## src/rtl/conv1_ctrl.sv

```systemverilog
// rtl/conv1_ctrl.sv - conv1 sliding-window sequencer: image RAM reads, MAC controls, f2 writes
// Walks a KxK window over the image, one tap per cycle, and retires each output pixel into f2.
module conv1_ctrl #(
  parameter int IMG_W = 32,
  parameter int K     = 5,
  parameter int OUT_W = 28
) (
  input  logic       i_clk,
  input  logic       i_rst_n,
  input  logic       i_start,
  output logic       o_busy,
  output logic       o_done,
  output logic [9:0] o_img_raddr,
  output logic       o_img_ren,
  output logic [4:0] o_w_idx,
  output logic       o_mac_clr,
  output logic       o_mac_en,
  output logic       o_f2_wen,
  output logic [9:0] o_f2_waddr
);
  localparam int KW = $clog2(K);
  localparam int CW = $clog2(OUT_W);
  localparam logic [KW-1:0] K_LAST = KW'(K - 1);
  localparam logic [CW-1:0] O_LAST = CW'(OUT_W - 1);

  typedef enum logic [1:0] {S_IDLE, S_RUN, S_DRAIN} state_t;
  state_t r_state, w_state_nxt;

  // r_* counters always describe the tap currently shown on o_img_raddr
  logic [KW-1:0] r_kx, r_ky, w_kx_nxt, w_ky_nxt;
  logic [CW-1:0] r_ox, r_oy, w_ox_nxt, w_oy_nxt;
  logic          w_run, w_tap_first, w_tap_last, w_frame_last;
  logic [9:0]    w_raddr_nxt, w_pix_addr;
  logic [4:0]    w_tap_idx;
  logic          r_p1_last, r_p2_last;
  logic [9:0]    r_p1_addr, r_p2_addr;

  assign w_run        = (r_state == S_RUN);
  assign w_tap_first  = (r_kx == '0) && (r_ky == '0);
  assign w_tap_last   = (r_kx == K_LAST) && (r_ky == K_LAST);
  assign w_frame_last = w_tap_last && (r_ox == O_LAST) && (r_oy == O_LAST);
  assign w_tap_idx    = 5'(r_ky) * 5'(K) + 5'(r_kx);
  assign w_pix_addr   = 10'(r_oy) * 10'(OUT_W) + 10'(r_ox);
  assign w_raddr_nxt  = (10'(w_oy_nxt) + 10'(w_ky_nxt)) * 10'(IMG_W)
                      + 10'(w_ox_nxt) + 10'(w_kx_nxt);

  always_comb begin
    w_state_nxt = r_state;
    w_kx_nxt    = r_kx;
    w_ky_nxt    = r_ky;
    w_ox_nxt    = r_ox;
    w_oy_nxt    = r_oy;
    case (r_state)
      S_IDLE: begin
        // the done cycle is still part of the previous frame, so start is refused there
        if (i_start && !o_done) begin
          w_state_nxt = S_RUN;
          w_kx_nxt    = '0;
          w_ky_nxt    = '0;
          w_ox_nxt    = '0;
          w_oy_nxt    = '0;
        end
      end
      S_RUN: begin
        if (w_frame_last) begin
          w_state_nxt = S_DRAIN;
          w_kx_nxt    = '0;
          w_ky_nxt    = '0;
          w_ox_nxt    = '0;
          w_oy_nxt    = '0;
        end else if (r_kx != K_LAST) begin
          w_kx_nxt = r_kx + KW'(1);
        end else begin
          w_kx_nxt = '0;
          if (r_ky != K_LAST) begin
            w_ky_nxt = r_ky + KW'(1);
          end else begin
            w_ky_nxt = '0;
            if (r_ox != O_LAST) begin
              w_ox_nxt = r_ox + CW'(1);
            end else begin
              w_ox_nxt = '0;
              w_oy_nxt = r_oy + CW'(1);
            end
          end
        end
      end
      S_DRAIN: begin
        // only the final pixel's write lands while draining
        if (o_f2_wen) w_state_nxt = S_IDLE;
      end
      default: w_state_nxt = S_IDLE;
    endcase
  end

  always_ff @(posedge i_clk or negedge i_rst_n) begin
    if (!i_rst_n) begin
      r_state <= S_IDLE;
      r_kx    <= '0;
      r_ky    <= '0;
      r_ox    <= '0;
      r_oy    <= '0;
    end else begin
      r_state <= w_state_nxt;
      r_kx    <= w_kx_nxt;
      r_ky    <= w_ky_nxt;
      r_ox    <= w_ox_nxt;
      r_oy    <= w_oy_nxt;
    end
  end

  // Stage 1 matches the RAM read; stages 2/3 cover the MAC and bias/ReLU registers.
  always_ff @(posedge i_clk or negedge i_rst_n) begin
    if (!i_rst_n) begin
      o_busy      <= 1'b0;
      o_done      <= 1'b0;
      o_img_ren   <= 1'b0;
      o_img_raddr <= '0;
      o_mac_en    <= 1'b0;
      o_mac_clr   <= 1'b0;
      o_w_idx     <= '0;
      r_p1_last   <= 1'b0;
      r_p1_addr   <= '0;
      r_p2_last   <= 1'b0;
      r_p2_addr   <= '0;
      o_f2_wen    <= 1'b0;
      o_f2_waddr  <= '0;
    end else begin
      o_busy      <= (w_state_nxt != S_IDLE);
      o_done      <= (r_state == S_DRAIN) && o_f2_wen;
      o_img_ren   <= (w_state_nxt == S_RUN);
      o_img_raddr <= (w_state_nxt == S_RUN) ? w_raddr_nxt : '0;
      o_mac_en    <= w_run;
      o_mac_clr   <= w_run && w_tap_first;
      o_w_idx     <= w_run ? w_tap_idx : '0;
      r_p1_last   <= w_run && w_tap_last;
      r_p1_addr   <= w_pix_addr;
      r_p2_last   <= r_p1_last;
      r_p2_addr   <= r_p1_addr;
      o_f2_wen    <= r_p2_last;
      o_f2_waddr  <= r_p2_addr;
    end
  end

endmodule

```

## config.mk

```make
export PLATFORM = sky130hd
export DESIGN_NAME = conv1_ctrl
export DESIGN_NICKNAME = d
export VERILOG_FILES = /design/src/rtl/conv1_ctrl.sv
export SDC_FILE = /design/constraint.sdc
export NUM_CORES = 1
export LEC_CHECK = 0
export CAP_MARGIN = 10
export CORE_AREA = 2 2 82 84
export DETAILED_ROUTE_END_ITERATION = 8
export DIE_AREA = 0 0 84 86
export PLACE_DENSITY = 0.76
export SYNTH_ARGS = -nofsm -noshare
export SYNTH_HDL_FRONTEND = slang
export SYNTH_SLANG_ARGS = --single-unit
```

## constraint.sdc

```tcl
create_clock -name i_clk -period 9.6 [get_ports i_clk]
set_input_delay 1.92 -clock i_clk [delete_from_list [all_inputs] [get_ports i_clk]]
set_output_delay 1.92 -clock i_clk [all_outputs]
set_load 0.05 [all_outputs]
```

Yosys cells after proc, flatten, opt, wreduce, memory -nomap -nowiden. Index checks and enable logic that the tools add are counted.

Equality and inequality tests: 10. Multiply operators: 2. Reduce and logical (&&, ||, !) cells: 13. Muxes and demuxes: 27. Add/sub/neg operators: 9.

Operators with widths (count): 5-bit two-way mux (11); 3-bit two-way mux (7); 10-bit by 5-bit adder with 10-bit output (2); 5-bit one-hot mux with 2 select lines (2); 3-bit one-hot mux with 2 select lines (2); 10-bit by 3-bit adder with 10-bit output (1); 5-bit by 1-bit adder with 5-bit output (second input constant) (2); 5-bit by 3-bit adder with 5-bit output (2); 5-bit == test (second input constant) (2); 10-bit two-way mux (1); 1-bit logical AND (8); 5-bit by 3-bit multiplier with 8-bit output (second input constant) (1); 3-bit by 1-bit adder with 3-bit output (second input constant) (2); 3-bit == test (second input constant) (2); 3-bit zero test (2); 2-bit two-way mux (3); 3-bit != test (second input constant) (2); 2-bit one-hot mux with 3 select lines (1); 3-bit by 3-bit multiplier with 5-bit output (second input constant) (1); 5-bit != test (second input constant) (1); 2-bit by 1-bit == test with 1-bit output (second input constant) (2); 2-bit == test (second input constant) (1); 2-bit zero test (1); 2-bit nonzero test (1); 1-bit zero test (1).

Register bits after elaboration: 71. Output and inout port bits: 31. Logic and storage cells: 79. Input bits: 3.

Longest topological paths before layout.
Depth in word-level cells: 10. Depth in mapped cells: 17. Gate-level depth less buffers: 17.

Worst setup path before layout. OpenSTA, ideal clock, no wires.

Kind: input port to flip-flop. Start point: in i_start. End point: reg o_img_raddr[9]. Data arrival time: 4.295 ns. Data required time: 9.526 ns. Setup time: 0.074 ns. Slack: 5.231 ns. Path buffers: 0. Stages on the path: 12. Cells stage by stage: nand2b_1 -> or3_1 -> nand2_1 -> nor2_1 -> ha_1 -> fa_1 -> a21o_1 -> a311oi_1 -> o21ai_0 -> xnor2_1 -> a211o_1 -> a21oi_2.

Word-level cells in the longest chain between the ends: 7. Elaborated cells between the ends (all ways): 16. Classes of those cells: add/sub: 3; eq/ne: 1; mux: 11; reduce/logical: 1.

Ends and longest elaborated chain: from (decl) (line 10) `input logic i_start,`; 1-bit logical AND (line 56) `if (i_start && !o_done) begin`; 5-bit two-way mux (line 56); 5-bit one-hot mux with 2 select lines (line 53) `case (r_state)`; net w_oy_nxt[0] (line 31) `logic [CW-1:0] r_ox, r_oy, w_ox_nxt, w_oy_nxt;`; 5-bit by 3-bit adder with 5-bit output (line 44) `assign w_raddr_nxt = (10'(w_oy_nxt) + 10'(w_ky_nxt)) * 10'(IMG_W)`; 10-bit by 5-bit adder with 10-bit output (line 45) `+ 10'(w_ox_nxt) + 10'(w_kx_nxt);`; 10-bit by 3-bit adder with 10-bit output (line 45); 10-bit two-way mux (line 132) `o_img_raddr <= (w_state_nxt == S_RUN) ? w_raddr_nxt : '0;`; to (signal assigned) (line 132); to (decl) (line 13) `output logic [9:0] o_img_raddr,`.

The timed path passes the listed nets, and every way through them passes these cells.

Worst setup path in the final report. Same ends and word-level chain as after synthesis.

==> results.toml <==
[setup_path]
crit_family = "compound AO/OA/AOI/OAI gates"
path_buf_inv = 1
cp_max_fo = 6
critPathArrivalTime_ns = 5.07
cp_slowest_cell = "clkdlybuf4s50_1"
cp.required_ns = 9.86
r2r_slack_ns = 5.55
crit_path_end_kind = "flip-flop"
max_stage_delay_ns = 0.46
critPathLaunchType = "primary input"
worstSetupPathType = "in2reg"
critical_path.cell_chain = "clkdlybuf4s50_1, nand2b_1, or3_1, nand2_1, nor2_1, ha_1, fa_1, a21o_1, a311oi_1, o21ai_0, xnor2_1, a211o_1, a21oi_2"

[clock_tree]
clock_latency_ns = 0.33
post_cts_buffers = 0
cts_max_level = 3
cts_buffer_depth = 2
cts_tree = "yes"
cts.sinks = 71
cts_made_buffers = 9
postCtsHoldBufs = 0
cts_resized = 0
ctsRootBufferMaster = "clkbuf_8"
clk_pin_slew_ns = 0.07

[placement]
hpwl_mm = 4.09
port_buffers = 33
place_worst_setup_slack_ns = 4.50
place_congestion = 0.823

[logic_synthesis]
synthTopCellsByArea = "dfrtp_1 52%, ha_1 12%, fa_1 5.3%"
yosysWarnings = 0
synth_top_area_cell = "dfrtp_1"
synthCells = 291
seq_area_frac_synth = 0.520
netlist_area_sq_um = 3420
yosysMostFrequentCell = "dfrtp_1"
synth_edf_count = 0
synth.distinct_cells = 39
async_flop_share = 1.00
synthTopCellsByCount = "71 x dfrtp_1, 32 x ha_1, 24 x nor2_1"
avgSynthCellArea_sq_um = 11.7
ys_ff_latch = 71
synth_flop_cell = "dfrtp_1"
syn_nets = 335
yosysTopAreaCellShare = 0.520

[floorplanning]
initial_utilization = 0.544
die_area_sq_um = 7220
die_y_microns = 86
design.portCount = 34
row_count = 29
core_sq_um = 6280
fp.dieW_microns = 84

[sta]
fmax_mhz = 208
fin_setup_tns_ns = 0
fin_crit_sh = 0.500
setup_ws_ns = 4.80
timing.hold.ws_ns = 0.350
setup_viol = 0
period_needed_ns = 4.80
hold_violations = 0
skew_ns = 0.00785
slew_headroom = 0.430
worst_slew_pin_slew_ns = 0.855
drv_slew = 0
rsz0062_at_grt = "no"

[global_routing]
grt.total_usage = 0.180
antenna_found_initial = 0
grt_pass1_wl_mm = 10.2
grt_max_degree = 72
grt_pass1_vias = 2152
grt.overflow.total = 0

[routing]
drc = 0
via_count = 2215
wire_per_inst_microns = 14.2
via_per_inst = 5.36
antenna_left = 0
dr.pass1.iters = 4
initialDrtViolationCount = 91
postRouteWirelength_mm = 5.88

[finish]
num-nets-final = 376
antenna_cells = 0
final_util = 0.645
multiInputGateArea_sq_um = 1550
seq_area_sq_um = 1780
fill_cells = 474
layout-drive-gt1-share = 0.0744
area_growth_syn_to_layout_pct = 18.5

[run_status]
outcome = "finished clean"

[power_and_ir_drop]
p_leak_nw = 2.08
powerDensity_nw_per_um2 = 216
power.total_w = 0.000876
ir_drop_uv = 159

[run]
drv_cap = 0

[hold_path]
hold_path.class = "reg2reg"
## layout make-up
class | count | area share
Timing Repair Buffer | 34 | 0.0822
Sequential cell | 71 | 0.439
Clock buffer | 10 | 0.0340
Inverter | 19 | 0.0176
Tap cell | 77 | 0.0238
Clock inverter | 5 | 0.0201
Multi-Input combinational cell | 197 | 0.383
## cells by family (layout without fill, tap and decap cells)
| logic type | after synthesis | count (layout) | synth area share |
|---|---|---|---|
| DFF | 71 | 71 | 0.520 |
| and+or+nand+nor | 85 | 85 | 0.131 |
| AOI/OAI and AO/OA | 44 | 44 | 0.0839 |
| adders and majority gates | 41 | 41 | 0.170 |
| xor gates and xnor gates | 27 | 27 | 0.0692 |
| buffers and inverters | 23 | 68 | 0.0253 |
## where the power goes
group          switching [W]  internal, W  total [W]
registers          0.0000222     0.000333   0.000355
clock network       0.000111     0.000152   0.000263
logic               0.000167    0.0000917   0.000258
## final timing paths
path	to	from	depth (start not counted)
setup / recovery	o_img_raddr[9]	i_start	13
max in group asynchronous	r_state[1]	i_rst_n	2
setup reg to reg	o_img_raddr[9]	r_kx[0]	16
hold / removal	o_f2_waddr[5]	r_p2_addr[5]	0
min in group asynchronous	o_w_idx[2]	i_rst_n	2
hold reg to reg	o_f2_waddr[5]	r_p2_addr[5]	0
## placed cells by master, fill, tap and decap left out, types with 5 or more instances in the layout
cell,count
xnor2_1,16
nor2_1,24
inv_1,19
o21ai_0,10
a21oi_1,11
xor2_1,11
clkbuf_8,10
nand2_1,20
dfrtp_1,71
clkdlybuf4s50_1,32
a21o_1,9
fa_1,9
nand3_1,5
ha_1,32
## through the flow
step | area (sq um) | cells
floorplan | 3420 | 291
global placement | 3830 | 398
detailed placement | 3830 | 398
CTS | 4050 | 413
global route | 4050 | 413
finish | 4050 | 413
## registers in the layout (all words and copies together) (netlist names)
name and cells:
o_mac_en 1, o_w_idx 5, r_kx 3, r_p1_addr 10
r_oy 5, o_busy 1, o_mac_clr 1, o_img_ren 1
r_ky 3, o_f2_wen 1, o_img_raddr 10, r_p2_addr 10
r_p1_last 1, o_done 1, o_f2_waddr 10, r_ox 5
r_p2_last 1, r_state 2
## worst reg2reg max path: stages (launching register included)
cell and delay (ns):
dfrtp_1 0.43, inv_1 0.08, ha_1 0.29, nand4_4 0.19, nor4_1 0.47, nor2_1 0.19, nand2_1 0.14, nand2_1 0.08
a22o_1 0.26, ha_1 0.24, fa_1 0.44, a21o_1 0.21, a311oi_1 0.28, o21ai_0 0.14, xnor2_1 0.16, a211o_1 0.30
a21oi_2 0.11
## metal layers
| layer | share of wire | wire length, microns | global-route usage |
|---|---|---|---|
| met5 | 0 | 0 | 0 |
| met4 | 0.0083 | 49 | 0.0616 |
| met3 | 0.043 | 251 | 0.0472 |
| met2 | 0.47 | 2740 | 0.275 |
| met1 | 0.48 | 2840 | 0.252 |
Note: power is estimated with default switching activity, not from simulation.
